## config.mk

```make
export PLATFORM = sky130hd
export DESIGN_NAME = hbm_mvm_head_scheduler
export DESIGN_NICKNAME = d
export VERILOG_FILES = /design/src/rtl/hbm_mvm_head_scheduler.sv
export SDC_FILE = /design/constraint.sdc
export NUM_CORES = 1
export LEC_CHECK = 0
export CAP_MARGIN = 30
export CORE_ASPECT_RATIO = 1.5
export CORE_MARGIN = 8
export CORE_UTILIZATION = 45
export CTS_BUF_LIST = sky130_fd_sc_hd__clkbuf_16
export CTS_CLUSTER_DIAMETER = 50
export DETAILED_ROUTE_END_ITERATION = 10
export GPL_TIMING_DRIVEN = 1
export PLACE_DENSITY_LB_ADDON = 0.3
export SYNTH_ARGS = -nofsm -noshare
export SYNTH_HDL_FRONTEND = slang
export SYNTH_SLANG_ARGS = --single-unit
```

## constraint.sdc

```tcl
create_clock -name clk -period 6.3 [get_ports clk]
set_input_delay 1.575 -clock clk [delete_from_list [all_inputs] [get_ports clk]]
set_output_delay 1.575 -clock clk [all_outputs]
set_load 0.03 [all_outputs]
```

## src/rtl/hbm_mvm_head_scheduler.sv

```systemverilog
// ============================================================================
// Module   : hbm_mvm_head_scheduler
// Brief    : Issues one HBM MVM command per feature head (grouped-query weights).
// Revision : 1.0 - initial release
// ============================================================================
`default_nettype none

module hbm_mvm_head_scheduler #(
    parameter int AW = 32,
    parameter int HW = 8
) (
    input  logic          clk,
    input  logic          rst,
    input  logic          start,
    input  logic          abort,
    input  logic [AW-1:0] cfg_dat_in_base,
    input  logic [AW-1:0] cfg_wt_base,
    input  logic [AW-1:0] cfg_dat_out_base,
    input  logic [AW-1:0] cfg_dat_in_head_stride,
    input  logic [AW-1:0] cfg_wt_head_stride,
    input  logic [AW-1:0] cfg_dat_out_head_stride,
    input  logic [HW-1:0] cfg_feature_head,
    input  logic [HW-1:0] cfg_heads_per_wt,
    output logic          cmd_valid,
    input  logic          cmd_ready,
    output logic [AW-1:0] cmd_dat_in_addr,
    output logic [AW-1:0] cmd_wt_addr,
    output logic [AW-1:0] cmd_dat_out_addr,
    output logic [HW-1:0] cmd_head,
    output logic [HW-1:0] cmd_wt_head,
    input  logic          mvm_done,
    output logic          busy,
    output logic          done,
    output logic          err
);

    typedef enum logic [2:0] {
        S_IDLE   = 3'd0,
        S_CHECK  = 3'd1,
        S_ISSUE  = 3'd2,
        S_WAIT   = 3'd3,
        S_NEXT   = 3'd4,
        S_FINISH = 3'd5
    } state_t;

    state_t        r_state;
    state_t        w_state_nxt;

    logic [AW-1:0] r_in_base, r_wt_base, r_out_base;
    logic [AW-1:0] r_in_stride, r_wt_stride, r_out_stride;
    logic [HW-1:0] r_num_heads, r_grp_size;
    logic [AW-1:0] r_in_addr, r_wt_addr, r_out_addr;
    logic [HW-1:0] r_head, r_grp, r_wt_head;
    logic          r_abort_pend;
    logic          r_err;

    logic          w_cfg_bad;
    logic          w_stop;

    assign w_cfg_bad = (r_num_heads == '0) || (r_grp_size == '0);
    // An abort raised in NEXT itself must also stop the run.
    assign w_stop    = (r_head == r_num_heads - HW'(1)) || r_abort_pend || abort;

    always_ff @(posedge clk) begin
        if (rst) r_state <= S_IDLE;
        else     r_state <= w_state_nxt;
    end

    always_comb begin
        w_state_nxt = r_state;
        case (r_state)
            S_IDLE:   if (start) w_state_nxt = S_CHECK;
            S_CHECK:  w_state_nxt = w_cfg_bad ? S_FINISH : S_ISSUE;
            S_ISSUE:  if (cmd_ready) w_state_nxt = S_WAIT;
            S_WAIT:   if (mvm_done) w_state_nxt = S_NEXT;
            S_NEXT:   w_state_nxt = w_stop ? S_FINISH : S_ISSUE;
            S_FINISH: w_state_nxt = S_IDLE;
            default:  w_state_nxt = S_IDLE;
        endcase
    end

    always_ff @(posedge clk) begin
        if (rst) begin
            r_in_base    <= '0;
            r_wt_base    <= '0;
            r_out_base   <= '0;
            r_in_stride  <= '0;
            r_wt_stride  <= '0;
            r_out_stride <= '0;
            r_num_heads  <= '0;
            r_grp_size   <= '0;
            r_in_addr    <= '0;
            r_wt_addr    <= '0;
            r_out_addr   <= '0;
            r_head       <= '0;
            r_grp        <= '0;
            r_wt_head    <= '0;
            r_abort_pend <= 1'b0;
            r_err        <= 1'b0;
        end else begin
            if (r_state == S_FINISH)
                r_abort_pend <= 1'b0;
            else if (r_state != S_IDLE && abort)
                r_abort_pend <= 1'b1;

            case (r_state)
                S_IDLE: begin
                    if (start) begin
                        r_in_base    <= cfg_dat_in_base;
                        r_wt_base    <= cfg_wt_base;
                        r_out_base   <= cfg_dat_out_base;
                        r_in_stride  <= cfg_dat_in_head_stride;
                        r_wt_stride  <= cfg_wt_head_stride;
                        r_out_stride <= cfg_dat_out_head_stride;
                        r_num_heads  <= cfg_feature_head;
                        r_grp_size   <= cfg_heads_per_wt;
                        r_err        <= 1'b0;
                    end
                end
                S_CHECK: begin
                    if (w_cfg_bad) begin
                        r_err <= 1'b1;
                    end else begin
                        r_head    <= '0;
                        r_grp     <= '0;
                        r_wt_head <= '0;
                        r_in_addr <= r_in_base;
                        r_wt_addr <= r_wt_base;
                        r_out_addr <= r_out_base;
                    end
                end
                S_NEXT: begin
                    if (!w_stop) begin
                        r_head     <= r_head + HW'(1);
                        r_in_addr  <= r_in_addr + r_in_stride;
                        r_out_addr <= r_out_addr + r_out_stride;
                        // Weight pointer moves only when a group of feature heads is exhausted.
                        if (r_grp == r_grp_size - HW'(1)) begin
                            r_grp     <= '0;
                            r_wt_head <= r_wt_head + HW'(1);
                            r_wt_addr <= r_wt_addr + r_wt_stride;
                        end else begin
                            r_grp <= r_grp + HW'(1);
                        end
                    end
                end
                default: ;
            endcase
        end
    end

    assign cmd_valid        = (r_state == S_ISSUE);
    assign cmd_dat_in_addr  = r_in_addr;
    assign cmd_wt_addr      = r_wt_addr;
    assign cmd_dat_out_addr = r_out_addr;
    assign cmd_head         = r_head;
    assign cmd_wt_head      = r_wt_head;
    assign busy             = (r_state == S_CHECK) || (r_state == S_ISSUE) ||
                              (r_state == S_WAIT)  || (r_state == S_NEXT);
    assign done             = (r_state == S_FINISH);
    assign err              = r_err;

endmodule

`default_nettype wire

```

; ---- Word-level counts from Yosys, hierarchy flattened
; Index checks and enable logic that the tools add are counted.
[word_totals]
input_bits = 214
out_inout_bits = 116
ff_bits = 333
word_cells = 86
[classes]
n_eq_ne = 14
n_mux = 28
n_reduce_logical = 19
n_addsub = 8
[ops]
columns = cell, count
row1 = two-way mux 32 bit, 7
row2 = case mux 32 bit (2 select lines), 3
row3 = adder 32 bit, 3
row4 = two-way mux 8 bit, 6
row5 = case mux 8 bit (2 select lines), 3
row6 = adder 8 x 1 -> 8 bit (second input constant), 3
row7 = == test 8 bit, 2
row8 = zero test 8 bit, 2
row9 = subtractor 8 x 1 -> 8 bit (second input constant), 2
row10 = two-way mux 3 bit, 5
row11 = case mux 3 bit (5 select lines), 1
row12 = inequality test 2 bit (second input constant), 6
row13 = AND reduction 3 bit, 3
row14 = == test 3 x 2 -> 1 bit (second input constant), 2
row15 = == test 3 bit (second input constant), 2
row16 = logical OR 1 bit, 6
row17 = AND reduction 4 bit, 1
row18 = nonzero test 2 bit, 2
row19 = == test 3 x 1 -> 1 bit (second input constant), 1
row20 = zero test 3 bit, 1
row21 = nonzero test 3 bit, 1
row22 = two-way mux 1 bit, 2
row23 = inequality test 2 x 1 -> 1 bit (second input constant), 1
row24 = case mux 1 bit (2 select lines), 1
row25 = 3 further kinds, 3

; ---- Depth between registers and ports, before layout
; Gate-level depths: netlist (run 1).
[depth]
ltp_word = 6
ltp_mapped = 13
ltp_nobuf = 12

; ---- Least setup slack after synthesis (run 1)
; Ideal clock, no wire load.
[synth_path]
kind = reg2reg
start = register r_wt_addr[9] (netlist: cmd_wt_addr[9])
end = register r_wt_addr[20] (netlist: cmd_wt_addr[20])
n_path_buf = 0
setup_slack_ns = 3.385
arrival_ns = 2.826
required_ns = 6.212
period_less_slack_ns = 2.915
setup_time_ns = 0.088
stages_incl_launch_ff = 11
path_cell_list = dfxtp_1 > ha_1 > a21o_1 > a211oi_1 > o21ai_0 > a31oi_1 > o21ai_0 > a221oi_1 > xnor2_1 > nand2_1 > a311oi_2
[synth_between]
elab_chain_cells = 4
[synth_lines]
columns = element, line
row1 = "start, declared", 52  ; logic [AW-1:0] r_in_addr, r_wt_addr, r_out_addr;
row2 = "start signal, assigned", 128  ; r_wt_addr <= r_wt_base;
row3 = "start signal, assigned", 141  ; r_wt_addr <= r_wt_addr + r_wt_stride;
row4 = adder 32 bit, 141
row5 = two-way mux 32 bit, 138  ; if (r_grp == r_grp_size - HW'(1)) begin
row6 = two-way mux 32 bit, 133  ; if (!w_stop) begin
row7 = case mux 32 bit (2 select lines), 106  ; case (r_state)
; No other way between the ends. The select of a mux whose other input is x is not followed.
; A chain may end at the register's enable or synchronous reset.

; ---- Worst setup path after layout (run 1)
[layout_path]
start = register r_state[0]
end = output busy
[layout_between]
elab_chain_cells = 4
elab_cells_between_ends = 7
cone_classes = eq/ne (4) / reduce/logical (3)
[layout_lines]
columns = element, line
row1 = "start, declared", 46  ; state_t r_state;
row2 = "start signal, assigned", 66  ; else r_state <= w_state_nxt;
row3 = == test 3 x 1 -> 1 bit or == test 3 x 2 -> 1 bit (tied branches), 158  ; assign busy = (r_state == S_CHECK) || (r_state == S_ISSUE) ||
row4 = logical OR 1 bit (2 in series), 158
row5 = logical OR 1 bit (*), 159  ; (r_state == S_WAIT) || (r_state == S_NEXT);
row6 = "end, declared", 32  ; output logic busy,
; Mark *: on every way between the ends. The rest lies on a longest branch, timed or not.

==> insert_results.sql, run 1 <==
INSERT INTO impl_metrics (metric_group, metric, value, unit) VALUES
('floorplan', 'die-area', '47100', 'um^2'),
('cts', 'cts_htree_levels', '2', ''),
('synthesis', 'most_common_flop_cell_mapped_by_yosys', 'dfxtp_1', ''),
('critical_path', 'reg2reg_slack', '2.63', 'ns'),
('synthesis', 'synth_enable_flop_cells', '0', ''),
('route', 'via_count', '17712', ''),
('synthesis', 'share_of_the_synthesized_area_in_the_top_cell_type', '36.8', '%'),
('timing', 'hold_ws', '0.452', 'ns'),
('critical_path', 'critPathCaptureType', 'output port', ''),
('synthesis', 'post_synthesis_area_per_instance', '7.62', 'um^2'),
('global_route', 'grt_pass1_vias', '17609', ''),
('cts', 'cts_root_buffer', 'clkbuf_16', ''),
('final_layout', 'design_area', '22800', 'um^2'),
('timing', 'timing_max_transition_violations_final', '0', ''),
('critical_path', 'worstPathBufferInverterCount', '1', ''),
('timing', 'fin_crit', '3.73', 'ns'),
('worst_hold_path', 'worstHoldPathType', 'flop to flop', ''),
('cts', 'cts_setup_buffers', '0', ''),
('synthesis', 'netlist_top_cells_count', 'nand2_1 (610), a21oi_1 (337), dfxtp_1 (333)', ''),
('timing', 'rsz0062_at_grt', 'no', ''),
('power', 'irDropWorstVdd', '0.248', 'mV'),
('place', 'number_of_placed_cells_counting_well_taps', '3073', ''),
('route', 'drcViolationCount', '0', ''),
('timing', 'final_critical_path_setup_slack', '2.57', 'ns'),
('synthesis', 'synthMostInstantiatedCell', 'nand2_1', ''),
('route', 'ant_nets', '0', ''),
('final_layout', 'design.final.nets', '2923', ''),
('worst_hold_path', 'timing.hold.worst.start', 'r_out_base[29]', ''),
('place', 'count_of_buffers_inserted_at_the_top_level_ports', '329', ''),
('synthesis', 'ys.warnings.count', '0', ''),
('floorplan', 'initial_core_util', '45.3', '%'),
('floorplan', 'floorplan.io_pins', '330', ''),
('place', 'globalplace.congestion', '0.907', ''),
('critical_path', 'number_of_stages_on_the_worst_setup_path', '3', ''),
('timing', 'min_period_over_period', '59.2', '%'),
('cts', 'cts_buffers', '38', ''),
('cts', 'clock-sinks', '333', ''),
('critical_path', 'cp_data_arrival_time', '2.15', 'ns'),
('global_route', 'first_pass_grt_wire_length', '89.2', 'mm'),
('critical_path', 'crit_path_max_fanout', '13', ''),
('timing', 'worst-slew-pin-transition', '1.17', 'ns'),
('final_layout', 'layout.filler_cells', '3701', ''),
('power', 'power_leakage', '8.84', 'nW'),
('cts', 'post_cts_resized', '0', ''),
('critical_path', 'regToRegStartpoint', 'r_num_heads[0]', ''),
('place', 'detailed_place.area', '21600', 'um^2'),
('critical_path', 'critical_path.cell_chain', 'nor3_1 > nor2_1 > clkdlybuf4s50_1', ''),
('global_route', 'gr-total-overflow', '0', ''),
('synthesis', 'synth_sequential_area_ratio', '36.8', '%'),
('floorplan', 'die_height', '262', 'um'),
('synthesis', 'synthDominantAreaCellType', 'dfxtp_1', ''),
('synthesis', 'post_synthesis_cell_area', '18100', 'um^2'),
('critical_path', 'r2r-end', 'r_grp[5]', ''),
('final_layout', 'layout-drive-gt1-share', '4.32', '%'),
('route', 'route.detailed.wl_per_inst', '17.7', 'um'),
('global_route', 'antenna_violations_before_repair', '2', ''),
('synthesis', 'post_synth_inst_count', '2377', ''),
('route', 'drt_wl_total', '55.8', 'mm'),
('final_layout', 'layout_area_overhead', '25.9', '%'),
('timing', 'timing.slew.headroom', '22.3', '%'),
('place', 'dp_hpwl', '40.8', 'mm'),
('critical_path', 'critical_path.slowest_cell', 'clkdlybuf4s50_1', ''),
('place', 'place_ws', '2.10', 'ns'),
('worst_hold_path', 'worst_hold_path.endpoint', 'r_out_base[29]', ''),
('floorplan', 'fp-row-count', '90', ''),
('route', 'vias_per_cell', '5.63', ''),
('cts', 'postCtsHoldBufs', '0', ''),
('critical_path', 'cp-start-kind', 'flop', ''),
('run_status', 'run_status', 'finished clean', ''),
('timing', 'setup_viol', '0', ''),
('critical_path', 'timing.critical_path.max_delay_family', 'buffers and inverters', '');
==> how the worst max path moves through the flow <==
stage                              start              end  slack (ns)
after floorplan           cmd_wt_addr[9]  cmd_wt_addr[20]        3.39
after CTS                     r_state[0]             busy        2.55
after global routing      r_num_heads[0]         r_grp[5]        2.28
after detailed placement           abort  cmd_wt_addr[13]        2.10
after global placement             abort  cmd_wt_addr[13]        2.15
final                         r_state[0]             busy        2.57
==> power breakdown <==
group	switching, mW	internal, mW
sequential	0.462	2.63
combinational	2.78	1.71
clock	0.906	1.26
==> tightest hold or removal path, stage by stage, from the launching register on <==
cell     delay [ns]
dfxtp_1        0.31
nand2_1        0.05
a21oi_1        0.05
==> cell families after synthesis <==
group           synth area share, %
fa+ha+maj                      7.17
xor+xnor                       5.03
mux                           0.677
simple gates                   22.9
compound gates                 23.2
flops                          36.8
buf+inv                        4.24
==> cells in the final DEF (no fill, tap or decap), types with 41 or more instances in the layout <==
cell / instances
o21ai_0: 64
clkdlybuf4s50_1: 328
xor2_1: 45
inv_1: 47
nand2_1: 609
nor3_1: 41
ha_1: 99
nor2_1: 167
dfxtp_1: 333
clkbuf_16: 41
a21oi_1: 337
xnor2_1: 59
==> per-layer routing <==
| layer | up-vias | share of wire [%] | wire (um) | GRT usage (%) |
|---|---|---|---|---|
| li1 | 8750 | - | - | - |
| met1 | 8344 | 39 | 21800 | 24.3 |
| met2 | 480 | 51 | 28700 | 43.1 |
| met3 | 138 | 5.2 | 2920 | 4.00 |
| met4 | 0 | 4.3 | 2420 | 10.9 |
| met5 | - | 0 | 0 | 0 |
==> sequential cells by signal, summed over array words and instances (netlist names) <==
signal / cells
cmd_dat_out_addr: 32
r_wt_stride: 32
r_num_heads: 8
r_grp: 8
r_abort_pend: 1
r_out_stride: 32
err: 1
r_out_base: 32
cmd_dat_in_addr: 32
cmd_wt_addr: 32
r_in_stride: 32
cmd_wt_head: 8
r_in_base: 32
r_grp_size: 8
r_wt_base: 32
r_state: 3
cmd_head: 8
==> final cells by class <==
cell class              instances  area (um^2)  share of cell area, %
inverters                      36          135                  0.592
repair buffers                343         3430                   15.0
diodes                          3         7.51                 0.0329
well taps                     506          633                   2.78
clock inverters                29          204                  0.894
flip-flops and latches        333         6670                   29.2
clock buffers                  41         1030                   4.50
multi-input cells            1855        10700                   46.9
Note: power is estimated with default switching activity, not from simulation.
==> inputs of run 2 (changes only) <==
==> constraint.sdc (replaced) <==
create_clock -name clk -period 3.5 [get_ports clk]
set_input_delay 0.875 -clock clk [delete_from_list [all_inputs] [get_ports clk]]
set_output_delay 0.875 -clock clk [all_outputs]
set_load 0.03 [all_outputs]
==> run 2 against run 1 <==
Effect of this change:
- die area stayed put
- largest cell class unchanged
- highest routed layer unchanged
- clock power is 79% higher
- global-route usage up 0.30 points
- critical path type is now flop to flop
- critical path depth up 10
- total power up 83%
- register-to-register slack got worse by 2.3 ns
==> insert_results.sql, run 2 (synthesized netlist as in run 1, its figures left out) <==
INSERT INTO impl_metrics (metric_group, metric, value, unit) VALUES
('worst_hold_path', 'worstHoldPathType', 'flop to flop', ''),
('power', 'power.density', '776', 'nW/um^2'),
('flow_run', 'timing.max_cap.violations', '0', ''),
('power', 'irDropWorstVdd', '0.425', 'mV'),
('cts', 'postCtsHoldBufs', '0', ''),
('route', 'via_count', '17702', ''),
('critical_path', 'critical_path.cell_chain', 'ha_1 > inv_1 > fa_1 > nor2b_1 > o2111ai_1 > nand3_1 > a31oi_1 > buf_4 > o41ai_1 > a31oi_1 > xnor2_1 > nand2_1 > a311oi_1', ''),
('cts', 'cts_root_buffer', 'clkbuf_16', ''),
('global_route', 'first_pass_grt_wire_length', '90.7', 'mm'),
('route', 'drt_wl_total', '56.4', 'mm'),
('critical_path', 'crit_path_max_fanout', '3', ''),
('floorplan', 'fp-row-count', '90', ''),
('route', 'drt_pass1_iterations', '5', ''),
('global_route', 'grt_use_total', '23.1', '%'),
('critical_path', 'critPathCaptureType', 'flop', ''),
('cts', 'clk_path_buf_depth', '3', ''),
('critical_path', 'r2r-end', 'cmd_wt_addr[30]', ''),
('final_layout', 'layout.filler_cells', '3711', ''),
('global_route', 'antenna_violations_before_repair', '4', ''),
('timing', 'worst-slew-pin-transition', '0.800', 'ns'),
('final_layout', 'design.final.nets', '2940', ''),
('cts', 'cts.clk_slew.worst_paths', '0.07', 'ns'),
('timing', 'min_period_over_period', '90.5', '%'),
('floorplan', 'die_w', '180', 'um'),
('critical_path', 'critical-path-top-cell-by-count', 'a31oi_1', ''),
('final_layout', 'most_common_cell_after_layout_fill_and_taps_aside', 'nand2_1', ''),
('timing', 'worst_skew', '0.0180', 'ns'),
('cts', 'cts_buffers', '37', ''),
('worst_hold_path', 'holdPathStages', '2', ''),
('cts', 'clock-sinks', '333', ''),
('power', 'finalPower', '17.9', 'mW'),
('timing', 'timing_max_transition_violations_final', '0', ''),
('timing', 'timing.slew.headroom', '46.6', '%'),
('run_status', 'run_status', 'finished clean', ''),
('timing', 'fin_crit', '3.17', 'ns'),
('cts', 'cts_htree_levels', '2', ''),
('critical_path', 'criticalPathCategory', 'flop to flop', ''),
('floorplan', 'floorplan.io_pins', '330', ''),
('route', 'route.detailed.wl_per_inst', '17.8', 'um'),
('floorplan', 'die_height', '262', 'um'),
('floorplan', 'die-area', '47100', 'um^2'),
('critical_path', 'critical_path_required', '3.93', 'ns'),
('floorplan', 'core_region_area', '40000', 'um^2'),
('critical_path', 'cp_data_arrival_time', '3.59', 'ns'),
('critical_path', 'reg2reg_slack', '0.33', 'ns'),
('worst_hold_path', 'worst_hold_path.endpoint', 'r_in_base[28]', ''),
('worst_hold_path', 'timing.hold.worst.start', 'r_in_base[28]', ''),
('critical_path', 'critical_path.slowest_cell', 'o41ai_1', ''),
('critical_path', 'crit_path_max_incr_delay', '0.51', 'ns'),
('place', 'globalplace.congestion', '0.869', ''),
('final_layout', 'layout-drive-gt1-share', '5.02', '%'),
('critical_path', 'regToRegStartpoint', 'cmd_wt_addr[0]', ''),
('critical_path', 'timing.critical_path.max_delay_family', 'compound AO/OA/AOI/OAI gates', ''),
('route', 'vias_per_cell', '5.60', ''),
('cts', 'tritoncts', 'built', ''),
('place', 'dp_hpwl', '42.1', 'mm'),
('route', 'initialDrtViolationCount', '1075', ''),
('timing', 'max_freq', '316', 'MHz'),
('timing', 'timing.final.hold_violations', '0', ''),
('place', 'count_of_buffers_inserted_at_the_top_level_ports', '329', ''),
('global_route', 'gr-total-overflow', '0', ''),
('cts', 'clock_latency', '0.53', 'ns'),
('route', 'drcViolationCount', '0', ''),
('critical_path', 'worstPathBufferInverterCount', '2', ''),
('timing', 'setup_viol', '0', ''),
('timing', 'rsz0062_at_grt', 'no', ''),
('timing', 'totalNegativeSetupSlack', '0', 'ns'),
('critical_path', 'worst_r2r_path_depth', '13', ''),
('global_route', 'grt_start_max_net_pins', '116', ''),
('final_layout', 'layout_area_overhead', '27.3', '%'),
('critical_path', 'cp-start-kind', 'flop', ''),
('final_layout', 'most_frequent_cells_in_the_layout', 'nand2_1 (609), a21oi_1 (337), dfxtp_1 (333)', ''),
('global_route', 'grt_pass1_vias', '17856', ''),
('route', 'ant_nets', '0', ''),
('floorplan', 'initial_core_util', '45.3', '%'),
('power', 'power_leakage', '8.93', 'nW');
==> run 2: tightest hold or removal path: stages (launching register included) <==
cell and delay, ns:
dfxtp_1 0.30, nand2_1 0.05, a21oi_1 0.05
==> run 2: what timing repair did <==
item / CTS / global route
buffers inserted: 0 / 0
gates resized for setup: 0 / 1
endpoints found under the setup margin: 0 / 3
==> run 2: worst max path at each step <==
stage | startpoint | end | slack, ns | cells after the start
4_1_cts | cmd_dat_in_addr[9] | cmd_dat_in_addr[25] | 0.32 | 10
6_report | cmd_wt_addr[0] | cmd_wt_addr[30] | 0.33 | 13
2_1_floorplan | cmd_wt_addr[9] | cmd_wt_addr[20] | 0.59 | 10
5_1_grt | cmd_dat_in_addr[9] | cmd_dat_in_addr[25] | 0.10 | 10
3_3_place_gp | cmd_dat_in_addr[9] | cmd_dat_in_addr[25] | 0.46 | 10
3_5_place_dp | cmd_dat_in_addr[9] | cmd_dat_in_addr[25] | 0.34 | 10
==> run 2: stage by stage <==
stage               setup slack [ns]  cells  instance area, um^2  hold WS (ns)  utilization (%)
floorplan                      0.585   2377                18100         0.432                -
global placement               0.457   3091                21800         0.443             54.6
detailed placement             0.336   3091                21800         0.447             54.6
CTS                            0.318   3156                23000         0.456             57.6
global route                   0.103   3158                23100         0.472             57.7
finish                         0.334   3160                23100         0.453             57.7
==> run 2: layout make-up <==
class,count,area (um^2),share of cell area [%]
Clock buffer,39,976,4.23
Sequential cell,333,6670,28.9
Clock inverter,26,223,0.966
Multi-Input combinational cell,1855,10700,46.5
Inverter,36,135,0.586
Antenna cell,4,10.0,0.0434
Tap cell,506,633,2.75
Timing Repair Buffer,361,3700,16.1
==> run 2: metal layers <==
metal / part of all wire, % / vias up / GRT usage, %
met5: 0 / - / 0
met4: 4.0 / 0 / 9.80
met2: 52 / 446 / 44.0
met1: 39 / 8338 / 24.7
li1: - / 8792 / -
met3: 4.9 / 126 / 4.18
==> run 2: power breakdown <==
| part | total, mW | switching, mW | internal [mW] |
|---|---|---|---|
| combinational | 8.43 | 5.09 | 3.34 |
| clock | 3.88 | 1.63 | 2.25 |
| sequential | 5.57 | 0.832 | 4.74 |
| total | 17.9 | 7.56 | 10.3 |
